**src/rtl/pipe_stage_reg.sv**
```systemverilog
// Pipeline stage register with valid/ready handshake, synchronous flush and optional
// two-entry skid buffer. CTRL reads as zero whenever the stage is empty, so a bubble is a NOP.
module pipe_stage_reg #(
    parameter int DATA_WIDTH = 96,
    parameter int CTRL_WIDTH = 13,
    parameter int SKID_EN    = 1,
    parameter int CNT_WIDTH  = 16
) (
    input  logic                  clk,
    input  logic                  rst_n,
    input  logic                  flush,
    input  logic                  in_valid,
    output logic                  in_ready,
    input  logic [DATA_WIDTH-1:0] in_data,
    input  logic [CTRL_WIDTH-1:0] in_ctrl,
    output logic                  out_valid,
    input  logic                  out_ready,
    output logic [DATA_WIDTH-1:0] out_data,
    output logic [CTRL_WIDTH-1:0] out_ctrl,
    output logic [1:0]            occupancy,
    input  logic                  cnt_clr,
    output logic [CNT_WIDTH-1:0]  stall_cnt,
    output logic [CNT_WIDTH-1:0]  bubble_cnt
);

    typedef enum logic [1:0] {
        EMPTY = 2'd0,
        ONE   = 2'd1,
        TWO   = 2'd2
    } state_t;

    state_t                state_reg;
    logic [DATA_WIDTH-1:0] main_data_reg;
    logic [CTRL_WIDTH-1:0] main_ctrl_reg;
    logic [DATA_WIDTH-1:0] skid_data_reg;
    logic [CTRL_WIDTH-1:0] skid_ctrl_reg;
    logic                  push;
    logic                  pop;

    assign out_valid = (state_reg != EMPTY);
    assign out_data  = main_data_reg;
    assign out_ctrl  = main_ctrl_reg;
    assign occupancy = state_reg;

    // With the skid buffer, in_ready depends only on state, breaking the out_ready->in_ready path.
    generate
        if (SKID_EN != 0) begin : g_skid_ready
            assign in_ready = (state_reg != TWO);
        end else begin : g_pass_ready
            assign in_ready = !out_valid || out_ready;
        end
    endgenerate

    assign push = in_valid && in_ready;
    assign pop  = out_valid && out_ready;

    always_ff @(posedge clk or negedge rst_n) begin
        if (!rst_n) begin
            state_reg     <= EMPTY;
            main_data_reg <= '0;
            main_ctrl_reg <= '0;
            skid_data_reg <= '0;
            skid_ctrl_reg <= '0;
        end else if (flush) begin
            // Data is held so downstream debug still sees the last payload; ctrl becomes a NOP.
            state_reg     <= EMPTY;
            main_ctrl_reg <= '0;
            skid_ctrl_reg <= '0;
        end else begin
            case (state_reg)
                EMPTY: begin
                    if (push) begin
                        state_reg     <= ONE;
                        main_data_reg <= in_data;
                        main_ctrl_reg <= in_ctrl;
                    end
                end
                ONE: begin
                    if (push && pop) begin
                        main_data_reg <= in_data;
                        main_ctrl_reg <= in_ctrl;
                    end else if (push && (SKID_EN != 0)) begin
                        state_reg     <= TWO;
                        skid_data_reg <= in_data;
                        skid_ctrl_reg <= in_ctrl;
                    end else if (pop) begin
                        state_reg     <= EMPTY;
                        main_ctrl_reg <= '0;
                    end
                end
                TWO: begin
                    if (pop) begin
                        state_reg     <= ONE;
                        main_data_reg <= skid_data_reg;
                        main_ctrl_reg <= skid_ctrl_reg;
                        skid_ctrl_reg <= '0;
                    end
                end
                default: state_reg <= EMPTY;
            endcase
        end
    end

    // Index 0 counts stalls, index 1 counts bubbles; both saturate at all-ones.
    logic [1:0]           cnt_evt;
    logic [CNT_WIDTH-1:0] cnt_reg [2];

    assign cnt_evt[0] = out_valid && !out_ready;
    assign cnt_evt[1] = !out_valid;

    generate
        for (genvar gi = 0; gi < 2; gi++) begin : g_cnt
            always_ff @(posedge clk or negedge rst_n) begin
                if (!rst_n) begin
                    cnt_reg[gi] <= '0;
                end else if (cnt_clr) begin
                    cnt_reg[gi] <= '0;
                end else if (cnt_evt[gi] && (cnt_reg[gi] != {CNT_WIDTH{1'b1}})) begin
                    cnt_reg[gi] <= cnt_reg[gi] + 1'b1;
                end
            end
        end
    endgenerate

    assign stall_cnt  = cnt_reg[0];
    assign bubble_cnt = cnt_reg[1];

endmodule

```
**config.mk**
```make
export PLATFORM = sky130hd
export DESIGN_NAME = pipe_stage_reg
export DESIGN_NICKNAME = d
export VERILOG_FILES = /design/src/rtl/pipe_stage_reg.sv
export SDC_FILE = /design/constraint.sdc
export NUM_CORES = 1
export LEC_CHECK = 0
export CORE_MARGIN = 2
export CORE_UTILIZATION = 40
export DETAILED_ROUTE_END_ITERATION = 7
export HOLD_SLACK_MARGIN = 0.02
export PLACE_DENSITY = 0.77
export SETUP_SLACK_MARGIN = 0.05
export SYNTH_ARGS = -nofsm -noshare
export SYNTH_HDL_FRONTEND = slang
export SYNTH_SLANG_ARGS = --single-unit
```
**constraint.sdc**
```tcl
create_clock -name clk -period 6.4 [get_ports clk]
set_input_delay 1.28 -clock clk [delete_from_list [all_inputs] [get_ports clk]]
set_output_delay 1.28 -clock clk [all_outputs]
set_load 0.05 [all_outputs]
```
# After elaboration in Yosys (flattened, before gate mapping)
# Index checks and enable logic that the tools add are counted.
# classes
n_addsub	2
n_eq_ne	15
mux	25
bitwise	2
reduce_logical	20
# op_table
operator	count
96-bit two-way mux	3
96-bit one-hot mux with 3 select lines	1
13-bit two-way mux	8
16-bit two-way mux	4
13-bit one-hot mux with 3 select lines	1
16-bit by 1-bit adder with 16-bit output (second input constant)	2
16-bit != test (second input constant)	2
13-bit one-hot mux with 2 select lines	1
2-bit two-way mux	6
3-bit != test (second input constant)	4
4-bit != test (second input constant)	3
4-bit AND reduction	3
5-bit AND reduction	2
2-bit != test (second input constant)	4
1-bit logical AND	6
2-bit one-hot mux with 3 select lines	1
2-bit nonzero test	3
3-bit nonzero test	2
4-bit nonzero test	1
2-bit by 1-bit == test with 1-bit output (second input constant)	1
2-bit == test (second input constant)	1
1-bit zero test	2
2-bit zero test	1
1-bit NOT	2
# totals
regBits	252
in_bits	115
wordCells	71

# Logic depth before layout (Yosys ltp)
# logic_depth
ltp_word	7
depth_mapped	9
ltp_nobuf	6

# Worst setup path before layout
# Ideal clock, no wire load.
# synth_timing
path_kind	register to output
start	reg state_reg[0] (netlist: occupancy[0])
end	out out_valid
arrival_time_ns	1.633
t_required_ns	5.120
setup_slack_ns	3.487
path_stages_with_launch	5
n_path_buf	1
cell_sequence	dfrtp_1 -> inv_1 -> ha_1 -> buf_2 -> inv_1
# synth_between
elab_chain_cells	1
# synth_lines
element	line	rtl
start: declaration	32	state_t state_reg;
start signal: assignment	59	state_reg <= EMPTY;
start signal: assignment	66	state_reg <= EMPTY;
start signal: assignment	73	state_reg <= ONE;
2-bit nonzero test	40	assign out_valid = (state_reg != EMPTY);
end: declaration	16	output logic out_valid,
# No other way between the ends.

# Worst setup path in the final report
# Same ends and word-level chain as after synthesis.

==> metrics.md <==
| Metric | Value |
|---|---|
| Fin nets | 1272 |
| Hold_ws | 0.496 ns |
| Area grow syn2layout | 33.3% |
| CTS root buf | clkbuf_16 |
| Vias in the first global route | 8339 |
| Startpoint Class | flop |
| Peak supply drop | 0.000367 V |
| Routed Antenna Nets | 0 |
| Largest cells by area after synthesis | dfrtp_1 (53%), mux2_2 (30%), a21oi_1 (2.0%), nor2b_1 (1.6%), mux2i_1 (1.3%) |
| Initial DRC Count | 456 |
| Ys flop type | dfrtp_1 |
| Cell Area, Synth | 11800 sq um |
| RSZ-0062 raised after global routing | no |
| Leakage power | 0.00643 uW |
| Postcts setup bufs | 0 |
| Synth cell count leaders | mux2_2 (314), dfrtp_1 (252), a21oi_1 (48) |
| Core area | 28900 sq um |
| Critical Path Fanout Max | 16 |
| # DRC | 0 |
| CTS HTree Levels | 1 |
| Die area | 30900 sq um |
| Clock latency on the worst-skew pair | 0.54 ns |
| Clock Skew | 0.0104 ns |
| R2R Setup Slk | 2.78 ns |
| Minimum clock period | 3.93 ns |
| Reg2Reg Depth | 7 |
| Fmax | 255 MHz |
| Worst hold path endpoint | out_data[48] |
| Critical path class | flop to primary output |
| Rows | 62 |
| Post-CTS Resized | 0 |
| WL final | ~27000 um |
| Layout cell share with drive strength beyond 1 | 0.326 |
| DP Wirelength | 18300 um |
| CP arrival | around 2.7 ns |
| Starting Density | 0.409 |
| Antenna violations before repair | 0 |
| First-pass GRT wire length | approximately 44000 um |
| Hold Startpoint | out_data[48] |
| Num ports | 260 |
| Number of flops mapped to enable cells by yosys | 0 |
| Asr flop ratio synth | 1.00 |
| FF-to-FF End | out_data[95] |
| CP Capture Type | primary output |
| Mean routed wirelength per cell | 17.6 um |
| Status | complete, no violations |
| Diode count | 0 |
| Post-Synthesis Cells | about 900 |
| Port bufs | roughly 260 |
| Worst-path clk slew | 0.06 ns |
| Area leader, netlist | dfrtp_1 |
| GR Util All Layers | 0.175 |
| Max Slew Vio Count | 0 |
| PwrDens | 510 nW/um^2 |
| Hold Fails Final Rpt | 0 |
| CTS Hold Bufs | 0 |
| WP data required | 5.12 ns |
| Max-slew headroom | 0.233 |
| Number of setup violations in the final report | 0 |
| Setup TNS | 0 ns |
| Vias per cell | 5.16 |
| Max Cap Violations | 0 |
| Synth top area share | 0.534 |
| Die width | 176 um |
| Count leader, synth | mux2_2 |
| CTS tree | done |
| Tcrit/Tclk final | 0.613 |
| Library cells used by synthesis | 53 |
| Hold Crit Depth | 1 |
| # clock sinks | 252 |
| Worst hold path type | flop to flop |
| Post-Syn Area per Cell | 13.1 sq um |
| Seq cells post-synth | 252 |
| Ys Warns | 0 |
| FILL cells | 2421 |
| Routability cong. | 0.825 |
| Total grt overflow | 0 |
| Reg-to-Reg Start | occupancy[0] |
| Clock buffer depth | 3 |
| Syn nets | 1025 |
| Register area share after synthesis | 0.534 |
| Slew @ Worst Pin | ~1.1 ns |
| Largest net degree at the start of global routing | 130 |
| TritonCTS buffer count | 29 |
| Die Ht | 176 um |
| Via count | 8031 |
| First drt pass iteration count | 5 |
-- kinds of logic (layout without fill, tap and decap cells) --
logic type | count (synthesis) | in the layout | synth area share
AOI/OAI and AO/OA | 82 | 82 | 0.0418
muxes | 332 | 332 | 0.315
and+or+nand+nor | 157 | 157 | 0.0731
buffers and inverters | 73 | 341 | 0.0283
adders and majority gates | 7 | 7 | 0.00742
DFF | 252 | 252 | 0.534
-- per-layer routing --
| metal | global-route usage | wire [um] | up-vias |
|---|---|---|---|
| li1 | - | - | 3732 |
| met1 | 0.219 | 11300 | 4001 |
| met2 | 0.288 | 12900 | 263 |
| met3 | 0.0639 | 2630 | 35 |
| met4 | 0.0413 | 482 | 0 |
| met5 | 0 | 0 | - |
-- final cells by class --
| type | count | area, sq um | area share |
|---|---|---|---|
| Sequential cell | 252 | 6310 | 0.401 |
| Multi-Input combinational cell | 578 | 5190 | 0.330 |
| Timing Repair Buffer | 267 | 2670 | 0.170 |
| Clock buffer | 41 | 841 | 0.0534 |
| Tap cell | 384 | 480 | 0.0305 |
| Clock inverter | 11 | 160 | 0.0102 |
| Inverter | 22 | 82.6 | 0.00525 |
-- worst max-delay path: stages (launching register included) --
cell             delay (ns)
dfrtp_1                0.43
inv_1                  0.20
ha_1                   0.55
inv_1                  0.19
clkdlybuf4s50_1        0.74
-- per-stage QoR --
step           power, uW   util  setup slack [ns]  area (sq um)  std cells
5_1_grt             8430  0.545              2.28         15700       1555
3_5_place_dp        6360  0.511              2.08         14700       1503
3_3_place_gp        6270  0.511              2.16         14700       1503
4_1_cts             8120  0.545              2.45         15700       1555
6_report            8030  0.545              2.47         15700       1555
2_1_floorplan       5160      -              3.49         11800        903
-- report_power, final --
group	total, uW	internal (uW)	switching [uW]
Clock	1710	1070	643
Sequential	2660	2290	368
Combinational	3660	1520	2150
Total	8030	4870	3160
-- placed cells by master, fill, tap and decap left out, types with 4 or more instances in the layout --
cell / netlist / layout
a21oi_1: 48 / 48
buf_4: 10 / 7
bufinv_16: 0 / 4
clkbuf_1: 22 / 5
clkbuf_16: 0 / 29
clkbuf_8: 0 / 7
clkdlybuf4s50_1: 0 / 258
clkinv_2: 0 / 5
dfrtp_1: 252 / 252
ha_1: 7 / 6
inv_1: 22 / 22
mux2_2: 314 / 314
mux2i_1: 15 / 15
nand2_1: 34 / 34
nand3_1: 20 / 20
nand4_1: 7 / 7
nor2_1: 28 / 28
nor2b_1: 30 / 30
nor3_1: 7 / 7
o21ai_0: 6 / 6
or4_1: 5 / 5
-- worst max path at each step --
stage	start	endpoint	slack [ns]
6_report	occupancy[0]	out_valid	2.47
5_1_grt	occupancy[0]	out_valid	2.28
4_1_cts	occupancy[0]	out_valid	2.45
3_5_place_dp	flush	skid_data_reg[2]	2.08
3_3_place_gp	flush	skid_data_reg[58]	2.16
2_1_floorplan	occupancy[0]	out_valid	3.49
Power figures use the tool's default switching activity.
